## src/rtl/nrx_pkg.sv

```systemverilog
// Shared types and constants for the NRX ROM loader.
// The address map below describes the downloaded image layout:
// CPU program, then graphics, then colour PROMs, then end of image.
package nrx_pkg;

  typedef enum logic [1:0] {
    ST_IDLE,
    ST_LOAD,
    ST_TAIL,
    ST_READY
  } nrx_state_e;

  localparam logic [24:0] CPU_BASE  = 25'h000_0000;
  localparam logic [24:0] GFX_BASE  = 25'h000_4000;
  localparam logic [24:0] PROM_BASE = 25'h000_5000;
  localparam logic [24:0] ROM_LIMIT = 25'h000_5200;

  localparam logic [7:0] ROM_INDEX = 8'd0;
  localparam logic [7:0] DIP_INDEX = 8'd254;

endpackage

```

## src/rtl/nrx_region_dec.sv

```systemverilog
// Combinational byte-address decoder for the NRX image.
// Reports which region a download address falls into and the
// region-local offset. No hit bit is set for addresses past the image.
module nrx_region_dec
  import nrx_pkg::*;
(
  input  logic [24:0] addr_i,
  output logic        cpuHit_o,
  output logic        gfxHit_o,
  output logic        promHit_o,
  output logic [13:0] offset_o
);

  logic [24:0] cpuRel;

  // Range compare against the region bounds; regions are aligned so the offset is a bit slice
  always_comb begin
    cpuHit_o  = 1'b0;
    gfxHit_o  = 1'b0;
    promHit_o = 1'b0;
    offset_o  = '0;
    cpuRel    = addr_i - CPU_BASE;
    if (cpuRel < (GFX_BASE - CPU_BASE)) begin
      cpuHit_o = 1'b1;
      offset_o = cpuRel[13:0];
    end else if ((addr_i >= GFX_BASE) && (addr_i < PROM_BASE)) begin
      gfxHit_o = 1'b1;
      offset_o = {2'b00, addr_i[11:0]};
    end else if ((addr_i >= PROM_BASE) && (addr_i < ROM_LIMIT)) begin
      promHit_o = 1'b1;
      offset_o  = {5'b00000, addr_i[8:0]};
    end
  end

endmodule

```

## src/rtl/nrx_rom_loader.sv

```systemverilog
// NRX ROM loader: steers a byte-serial download into CPU, GFX and PROM
// write strobes, captures the DIP byte, and holds the game core in reset
// until the image has landed plus a short settling tail.
// Optional feature: define NRX_LOADER_CSUM_EN to enable the additive
// image checksum on CSUM; otherwise CSUM is tied to zero.
module nrx_rom_loader
  import nrx_pkg::*;
#(
  parameter int TAIL_CYCLES = 16,
  parameter int ROM_BYTES   = 'h5200
) (
  input  logic        CLK24M,
  input  logic        RESET,
  input  logic        DL_ACT,
  input  logic [7:0]  DL_IDX,
  input  logic        DL_WR,
  input  logic [24:0] DL_ADDR,
  input  logic [7:0]  DL_DATA,
  output logic        CPU_WE,
  output logic        GFX_WE,
  output logic        PROM_WE,
  output logic [13:0] REG_AD,
  output logic [7:0]  REG_DT,
  output logic [7:0]  DIPS,
  output logic        HOLD_RST,
  output logic        BUSY,
  output logic        DONE,
  output logic        ERR,
  output logic [7:0]  CSUM
);

  nrx_state_e  state_q, state_d;
  logic [14:0] byteCnt_q, byteCnt_d;
  logic [15:0] tailCnt_q, tailCnt_d;
  logic        err_q, err_d;
  logic        done_q, done_d;
  logic        cpuWe_q, cpuWe_d;
  logic        gfxWe_q, gfxWe_d;
  logic        promWe_q, promWe_d;
  logic [13:0] regAd_q, regAd_d;
  logic [7:0]  regDt_q, regDt_d;
  logic [7:0]  dips_q, dips_d;

  logic        cpuHit, gfxHit, promHit, inMap;
  logic [13:0] regOffset;
  logic        loadReq;
  logic        enterLoad;
  logic        acceptWr;

  nrx_region_dec u_dec (
    .addr_i    (DL_ADDR),
    .cpuHit_o  (cpuHit),
    .gfxHit_o  (gfxHit),
    .promHit_o (promHit),
    .offset_o  (regOffset)
  );

  assign inMap   = cpuHit | gfxHit | promHit;
  assign loadReq = DL_ACT && (DL_IDX == ROM_INDEX);

  // Next-state logic: write steering first so the TAIL-entry length check sees a coincident final byte
  always_comb begin
    state_d   = state_q;
    byteCnt_d = byteCnt_q;
    tailCnt_d = tailCnt_q;
    err_d     = err_q;
    done_d    = 1'b0;
    cpuWe_d   = 1'b0;
    gfxWe_d   = 1'b0;
    promWe_d  = 1'b0;
    regAd_d   = regAd_q;
    regDt_d   = regDt_q;
    dips_d    = dips_q;
    enterLoad = 1'b0;
    acceptWr  = 1'b0;

    if (DL_WR && (DL_IDX == DIP_INDEX) && (DL_ADDR == 25'd0)) begin
      dips_d = DL_DATA;
    end

    if ((state_q == ST_LOAD) && DL_WR && (DL_IDX == ROM_INDEX)) begin
      if (inMap) begin
        acceptWr = 1'b1;
        cpuWe_d  = cpuHit;
        gfxWe_d  = gfxHit;
        promWe_d = promHit;
        regAd_d  = regOffset;
        regDt_d  = DL_DATA;
        if (byteCnt_q != 15'h7FFF) begin
          byteCnt_d = byteCnt_q + 15'd1;
        end
      end else begin
        err_d = 1'b1;
      end
    end

    case (state_q)
      ST_IDLE: begin
        if (loadReq) begin
          enterLoad = 1'b1;
        end
      end
      ST_LOAD: begin
        if (!DL_ACT) begin
          state_d   = ST_TAIL;
          tailCnt_d = '0;
          if (byteCnt_d != 15'(ROM_BYTES)) begin
            err_d = 1'b1;
          end
        end
      end
      ST_TAIL: begin
        if (loadReq) begin
          enterLoad = 1'b1;
        end else if (tailCnt_q == 16'(TAIL_CYCLES - 1)) begin
          state_d = ST_READY;
          done_d  = 1'b1;
        end else begin
          tailCnt_d = tailCnt_q + 16'd1;
        end
      end
      ST_READY: begin
        if (loadReq) begin
          enterLoad = 1'b1;
        end
      end
      default: begin
        state_d = ST_IDLE;
      end
    endcase

    if (enterLoad) begin
      state_d   = ST_LOAD;
      byteCnt_d = '0;
      tailCnt_d = '0;
      err_d     = 1'b0;
      done_d    = 1'b0;
    end
  end

  // State and datapath registers, all cleared by the asynchronous reset
  always_ff @(posedge CLK24M or posedge RESET) begin
    if (RESET) begin
      state_q   <= ST_IDLE;
      byteCnt_q <= '0;
      tailCnt_q <= '0;
      err_q     <= 1'b0;
      done_q    <= 1'b0;
      cpuWe_q   <= 1'b0;
      gfxWe_q   <= 1'b0;
      promWe_q  <= 1'b0;
      regAd_q   <= '0;
      regDt_q   <= '0;
      dips_q    <= 8'h00;
    end else begin
      state_q   <= state_d;
      byteCnt_q <= byteCnt_d;
      tailCnt_q <= tailCnt_d;
      err_q     <= err_d;
      done_q    <= done_d;
      cpuWe_q   <= cpuWe_d;
      gfxWe_q   <= gfxWe_d;
      promWe_q  <= promWe_d;
      regAd_q   <= regAd_d;
      regDt_q   <= regDt_d;
      dips_q    <= dips_d;
    end
  end

`ifdef NRX_LOADER_CSUM_EN
  logic [7:0] csum_q, csum_d;

  // Running modulo-256 sum of accepted image bytes, restarted with each new load
  always_comb begin
    csum_d = csum_q;
    if (enterLoad) begin
      csum_d = 8'h00;
    end else if (acceptWr) begin
      csum_d = csum_q + DL_DATA;
    end
  end

  // Checksum register, updated on the same edge that registers the strobe
  always_ff @(posedge CLK24M or posedge RESET) begin
    if (RESET) begin
      csum_q <= 8'h00;
    end else begin
      csum_q <= csum_d;
    end
  end

  assign CSUM = csum_q;
`else
  assign CSUM = 8'h00;
`endif

  assign CPU_WE   = cpuWe_q;
  assign GFX_WE   = gfxWe_q;
  assign PROM_WE  = promWe_q;
  assign REG_AD   = regAd_q;
  assign REG_DT   = regDt_q;
  assign DIPS     = dips_q;
  assign HOLD_RST = (state_q != ST_READY);
  assign BUSY     = (state_q == ST_LOAD) || (state_q == ST_TAIL);
  assign DONE     = done_q;
  assign ERR      = err_q;

endmodule

```

## config.mk

```make
export PLATFORM = sky130hd
export DESIGN_NAME = nrx_rom_loader
export DESIGN_NICKNAME = d
export VERILOG_FILES = /design/src/rtl/nrx_pkg.sv /design/src/rtl/nrx_region_dec.sv /design/src/rtl/nrx_rom_loader.sv
export SDC_FILE = /design/constraint.sdc
export NUM_CORES = 1
export LEC_CHECK = 0
export BUFFER_PORTS_ARGS = -buffer_cell sky130_fd_sc_hd__buf_2
export CORE_ASPECT_RATIO = 0.75
export CORE_UTILIZATION = 40
export CTS_CLUSTER_SIZE = 14
export DETAILED_ROUTE_END_ITERATION = 7
export SYNTH_ARGS = -nofsm -noshare
export SYNTH_HDL_FRONTEND = slang
export SYNTH_SLANG_ARGS = --single-unit
```

## constraint.sdc

```tcl
create_clock -name CLK24M -period 2.6 [get_ports CLK24M]
set_clock_uncertainty 0.1 [all_clocks]
set_input_delay 0.39 -clock CLK24M [delete_from_list [all_inputs] [get_ports CLK24M]]
set_output_delay 0.39 -clock CLK24M [all_outputs]
set_load 0.01 [all_outputs]
```

Word level (Yosys, flattened, before mapping)
Index checks and enable logic that the tools add are counted.

Bitwise gates (word level): 2. Order comparisons: 5. Equality and inequality tests: 12. Muxes and demuxes: 41. Reductions and logical operators: 16. Add/subtract/negate cells: 2.

Operators by type and width (number): 25-bit by 15-bit < comparator with 1-bit output (second input constant) (3); 16-bit two-way mux (4); 15-bit two-way mux (4); 25-bit by 15-bit >= comparator with 1-bit output (second input constant) (2); 16-bit one-hot mux with 2 select lines (1); 15-bit != test (second input constant) (2); 14-bit two-way mux (2); 25-bit zero test (1); 1-bit two-way mux (24); 16-bit by 1-bit adder with 16-bit output (second input constant) (1); 16-bit by 4-bit == test with 1-bit output (second input constant) (1); 15-bit by 1-bit adder with 15-bit output (second input constant) (1); 3-bit != test (second input constant) (4); 9-bit two-way mux (1); 8-bit == test (second input constant) (1); 8-bit zero test (1); 2-bit two-way mux (4); 4-bit AND reduction (2); 1-bit logical AND (7); 2-bit == test (second input constant) (2); 2-bit one-hot mux with 2 select lines (1); 3-bit nonzero test (1); 3-bit OR reduction (1); 2-bit by 1-bit == test with 1-bit output (second input constant) (1); 5 further kinds (6).

Register bits: 68. Input bits: 45. Output and inout port bits: 45. Word-level logic and storage cells: 89.

Depth between registers and ports, before layout
Word-level depth: 13. Gate-level depth with buffers: 11. Mapped depth without buffers: 8.

Cells and area by module
From an unflattened synthesis, not the netlist that was laid out.

Cell total of the unflattened synthesis: 428. Area, all modules: 3807.4 um^2.

Modules (own cells, without submodules): nrx_rom_loader (area each 3563.4 um^2, cells each 388, instances 1, sequential area each 1701.6 um^2); nrx_region_dec (area each 244.0 um^2, cells each 40, instances 1, sequential area each 0.0 um^2).

Worst setup path after synthesis
No wires, ideal clock.

Path type: flip-flop to flip-flop. From: register state_q[0]. To: register tailCnt_q[5]. Arrival: 2.061 ns. Setup slack: 0.361 ns. Stages on the path, launching flop included: 12. Clock period less this slack: 2.239 ns. Buffers on the path: 3. Required time: 2.422 ns. Setup time: 0.078 ns. Path through: dfrtp_1 > inv_1 > ha_1 > inv_1 > a41o_1 > buf_6 > or2_2 > buf_6 > o21ai_4 > clkbuf_1 > o21ai_0 > a21oi_1.

Longest elaborated chain between the ends: 5. Elaborated cells between the ends (all ways): 13. Classes of those cells: eq/ne: 6; mux: 3; reduce/logical: 4.

Ends and longest elaborated chain: start: declaration (RTL line nrx_rom_loader.sv:32) `nrx_state_e state_q, state_d;`; start signal: assignment (RTL line nrx_rom_loader.sv:156) `state_q <= state_d;`; 2-bit == test / 2-bit zero test (equally long branches) (RTL line nrx_rom_loader.sv:97) `case (state_q)`; 3-bit OR reduction (no line); 1-bit two-way mux; 3-bit != test (no line) / 3-bit nonzero test (equally long branches); 4-bit AND reduction (no line); end signal: assignment (RTL line nrx_rom_loader.sv:158) `tailCnt_q <= tailCnt_d;`; end: declaration (RTL line nrx_rom_loader.sv:34) `logic [15:0] tailCnt_q, tailCnt_d;`.

Parallel ways exist; a longest one is shown, timed or not. A chain may end at the register's enable or synchronous reset.

Worst setup path after layout
From: register tailCnt_q[0]. To: register tailCnt_q[7].

Longest elaborated chain between the ends: 5. Elaborated cells between the ends (all ways): 8. Classes of those cells: add/sub: 1; eq/ne: 2; mux: 4; reduce/logical: 1.

Ends and longest elaborated chain: 16-bit by 1-bit adder with 16-bit output (RTL line nrx_rom_loader.sv:119) `tailCnt_d = tailCnt_q + 16'd1;`; 16-bit two-way mux (RTL line nrx_rom_loader.sv:115) `end else if (tailCnt_q == 16'(TAIL_CYCLES - 1)) begin`; 16-bit two-way mux (RTL line nrx_rom_loader.sv:113) `if (loadReq) begin`; 16-bit one-hot mux with 2 select lines (RTL line nrx_rom_loader.sv:97); 16-bit two-way mux (RTL line nrx_rom_loader.sv:132) `if (enterLoad) begin`.

Parallel ways exist; a longest one is shown, timed or not. The select of a mux whose other input is x is not followed.

==> results.sh <==
export IMPL_vias_per_cell=5.23
export IMPL_p_int_w=0.00196
export IMPL_synth_cells=406
export IMPL_postRouteAntennaNets=0
export IMPL_reg2reg_slack_ns=0.21
export IMPL_drc=0
export IMPL_setup_viol=0
export IMPL_antenna_cells=0
export IMPL_num_vias=3298
export IMPL_p_comb_frac=0.179
export IMPL_crit_type="reg2reg"
export IMPL_cp_slowest_stage_delay_ns=0.53
export IMPL_p_sw_w=0.000849
export IMPL_area_delta_synth_final_pct=23.1
export IMPL_cts_buffers=9
export IMPL_maxCapViolCount=0
export IMPL_place_ws_ns=0.109
export IMPL_final_min_clock_period_ns=2.39
export IMPL_h_tree_depth=3
export IMPL_tightest_slew_ns=0.596
export IMPL_clk_pin_slew_ns=0.06
export IMPL_synth_edff_count=0
export IMPL_synth_seq_cells=68
export IMPL_ys_top_cells_by_area="dfrtp_1 45%, nand2_1 6.9%, nor2_1 3.6%, xor2_1 2.6%, nand4_1 2.5%"
export IMPL_fmax_mhz=419
export IMPL_coreArea_mm2=0.00908
export IMPL_grt_pass1_wl_mm=16.4
export IMPL_endpoint_kind="register"
export IMPL_r2r_cells=7
export IMPL_crit_path_start_kind="register"
export IMPL_place_gp_congestion=0.843
export IMPL_yosysTopAreaCell="dfrtp_1"
export IMPL_fillCellCount=882
export IMPL_fin_tns_setup_ns=0
export IMPL_rr_endpoint="tailCnt_q[7]$_DFFE_PP0P_"
export IMPL_cts_sinks=68
export IMPL_cts_tree="yes"
export IMPL_ir_drop_mv=0.425
export IMPL_initial_core_util=0.414
export IMPL_path_delay_family="simple AND/OR/NAND/NOR gates"
export IMPL_r2r_start="tailCnt_q[0]$_DFFE_PP0P_"
export IMPL_grt_ovfl_total=0
export IMPL_grt_pass1_vias=3258
export IMPL_rows=30
export IMPL_crit_fanout=11
export IMPL_multi_input_area_mm2=0.00188
export IMPL_track_usage=0.216
export IMPL_dp_hpwl_mm=7.19
export IMPL_layout_drive_gt1_share=0.266
export IMPL_syn_area_per_cell_um2=9.25
export IMPL_drv_slew=0
export IMPL_antenna_found_initial=0
export IMPL_wl_per_cell_um=15.3
export IMPL_wl_mm=9.68
export IMPL_power_density_mw_per_mm2=607
export IMPL_dieArea_mm2=0.00979
export IMPL_synthArstFlopShare=1.00
export IMPL_hold_class="in2async"
export IMPL_die_w_um=114
export IMPL_status="completed"
export IMPL_pwr_share_seq=0.416
export IMPL_seq_area_frac_synth=0.453
export IMPL_cp_arrival_ns=2.54
export IMPL_cellLeakagePower_nw=2.31
export IMPL_grt_max_degree=44
export IMPL_switching_share=0.302
export IMPL_hold_violations=0
export IMPL_worstPathRequired_ns=2.75
export IMPL_grt_setup_unrepaired="no"
export IMPL_synthFlopType="dfrtp_1"
export IMPL_synth_area_mm2=0.00376
export IMPL_drt_initial_drc_count=150
export IMPL_portBuffers=81
export IMPL_crit_slowest_cell="or4_1"
export IMPL_final_nets=549
export IMPL_path_cells="ha_1, and4b_1, nand4_1, or2_2, o21ai_4, or4_1, a21oi_1"
export IMPL_ctsLongestPathBuffers=2
export IMPL_critPathBufInv=0
export IMPL_die_h_um=85.9
export IMPL_synth_cell_types=60
export IMPL_ios=90
export IMPL_slew_headroom=0.602
export IMPL_worst_slack_ns=0.211
export IMPL_power_frac_clock=0.405
export IMPL_yosysWarnings=0
export IMPL_register_area_mm2=0.00170
export IMPL_period_share=0.919
export IMPL_yosysTopAreaCellShare=0.453
export IMPL_clock_latency_ns=0.34
export IMPL_cts_root_buffer="clkbuf_16"
export IMPL_dr_pass1_iters=6
## stage by stage
stage          std cells  cell area, µm²  hold WS (ns)   util  power, W
2_1_floorplan        413            3780         0.385      -   0.00153
4_1_cts              631            4620        0.0367  0.509   0.00283
3_5_place_dp         615            4340         0.351  0.478   0.00169
3_3_place_gp         615            4340         0.344  0.478   0.00168
5_1_grt              631            4630        0.0687  0.509   0.00296
6_report             631            4630        0.0180  0.509   0.00281
## metal layers
metal | global-route usage | routed length, µm
met4 | 0.0531 | 91
met2 | 0.331 | 4370
met3 | 0.0657 | 416
met5 | 0 | 0
met1 | 0.299 | 4810
## registers in the layout, indices dropped and copies added (netlist names)
register	cells
CPU_WE	1
DIPS	8
DONE	1
ERR	1
GFX_WE	1
PROM_WE	1
REG_AD	14
REG_DT	8
byteCnt_q	15
state_q	2
tailCnt_q	16
## cell type report
cell class,count,area share
flip-flops and latches,68,0.368
clock inverters,6,0.00865
well taps,128,0.0346
multi-input cells,307,0.407
repair buffers,99,0.120
inverters,13,0.0105
clock buffers,10,0.0516
## cell usage after synthesis (5+ instances only)
cell type,instances
o211ai_1,6
o21ai_1,6
and4_1,5
ha_1,6
o31ai_1,5
mux2_2,8
xor2_1,11
or3_1,7
nor3_1,8
clkbuf_1,9
o21ai_0,9
nand4_1,15
buf_4,9
a21oi_1,11
a22o_1,6
nand2_1,69
and3_1,9
nor4_1,14
inv_1,13
nor2_1,36
nand3_1,14
dfrtp_1,68
## power by group through the flow
stage	Clock (W)	Combinational (W)	Sequential, W
floorplan	0	0.000360	0.00117
global placement	0	0.000499	0.00118
detailed placement	0	0.000504	0.00118
CTS	0.00116	0.000506	0.00117
global route	0.00122	0.000565	0.00117
finish	0.00114	0.000502	0.00117
## how the worst max path moves through the flow
stage                                 to                startpoint  slack (ns)  cells past startpoint
2_1_floorplan   tailCnt_q[5]$_DFFE_PP0P_    state_q[0]$_DFFE_PP0P_        0.36                     11
3_3_place_gp   tailCnt_q[11]$_DFFE_PP0P_                 DL_IDX[5]        0.18                      7
3_5_place_dp   tailCnt_q[11]$_DFFE_PP0P_                 DL_IDX[5]        0.11                      7
4_1_cts                    ERR$_DFF_PP0_    byteCnt_q[0]$_DFF_PP0_        0.17                      7
5_1_grt         tailCnt_q[4]$_DFFE_PP0P_  tailCnt_q[0]$_DFFE_PP0P_        0.05                      8
6_report        tailCnt_q[7]$_DFFE_PP0P_  tailCnt_q[0]$_DFFE_PP0P_        0.21                      7
## logic make-up after synthesis
group,after synthesis,share of synthesized area
and+or+nand+nor,201,0.278
AOI/OAI and AO/OA,68,0.132
DFF,68,0.453
buffers and inverters,38,0.0539
xor gates and xnor gates,14,0.0326
muxes,10,0.0293
adders and majority gates,6,0.0200
other,1,0.000998
## what timing repair did
| item | in CTS | in global routing |
|---|---|---|
| endpoints found under the setup margin | 0 | 1 |
| hold buffers | 0 | 0 |
| setup buffers | 0 | 0 |
| resized for setup | 0 | 1 |
## cells in the final DEF (no fill, tap or decap), types with 5 or more instances in the layout
cell type  Yosys  final
a21oi_1       11     11
conb_1         1      8
nand3_1       14     13
mux2_2         8      8
o21ai_1        6      6
a22o_1         6      6
dfrtp_1       68     68
buf_2          2     81
and4_1         5      5
or3_1          7      7
inv_1         13     12
nand4_1       15     15
o211ai_1       6      6
clkbuf_16      0      9
and3_1         9      9
o21ai_0        9      9
buf_4          9     17
nor3_1         8      8
nor4_1        14     14
nor2_1        36     36
xor2_1        11     11
ha_1           6      6
o31ai_1        5      5
nand2_1       69     69
Power figures use the tool's default switching activity.
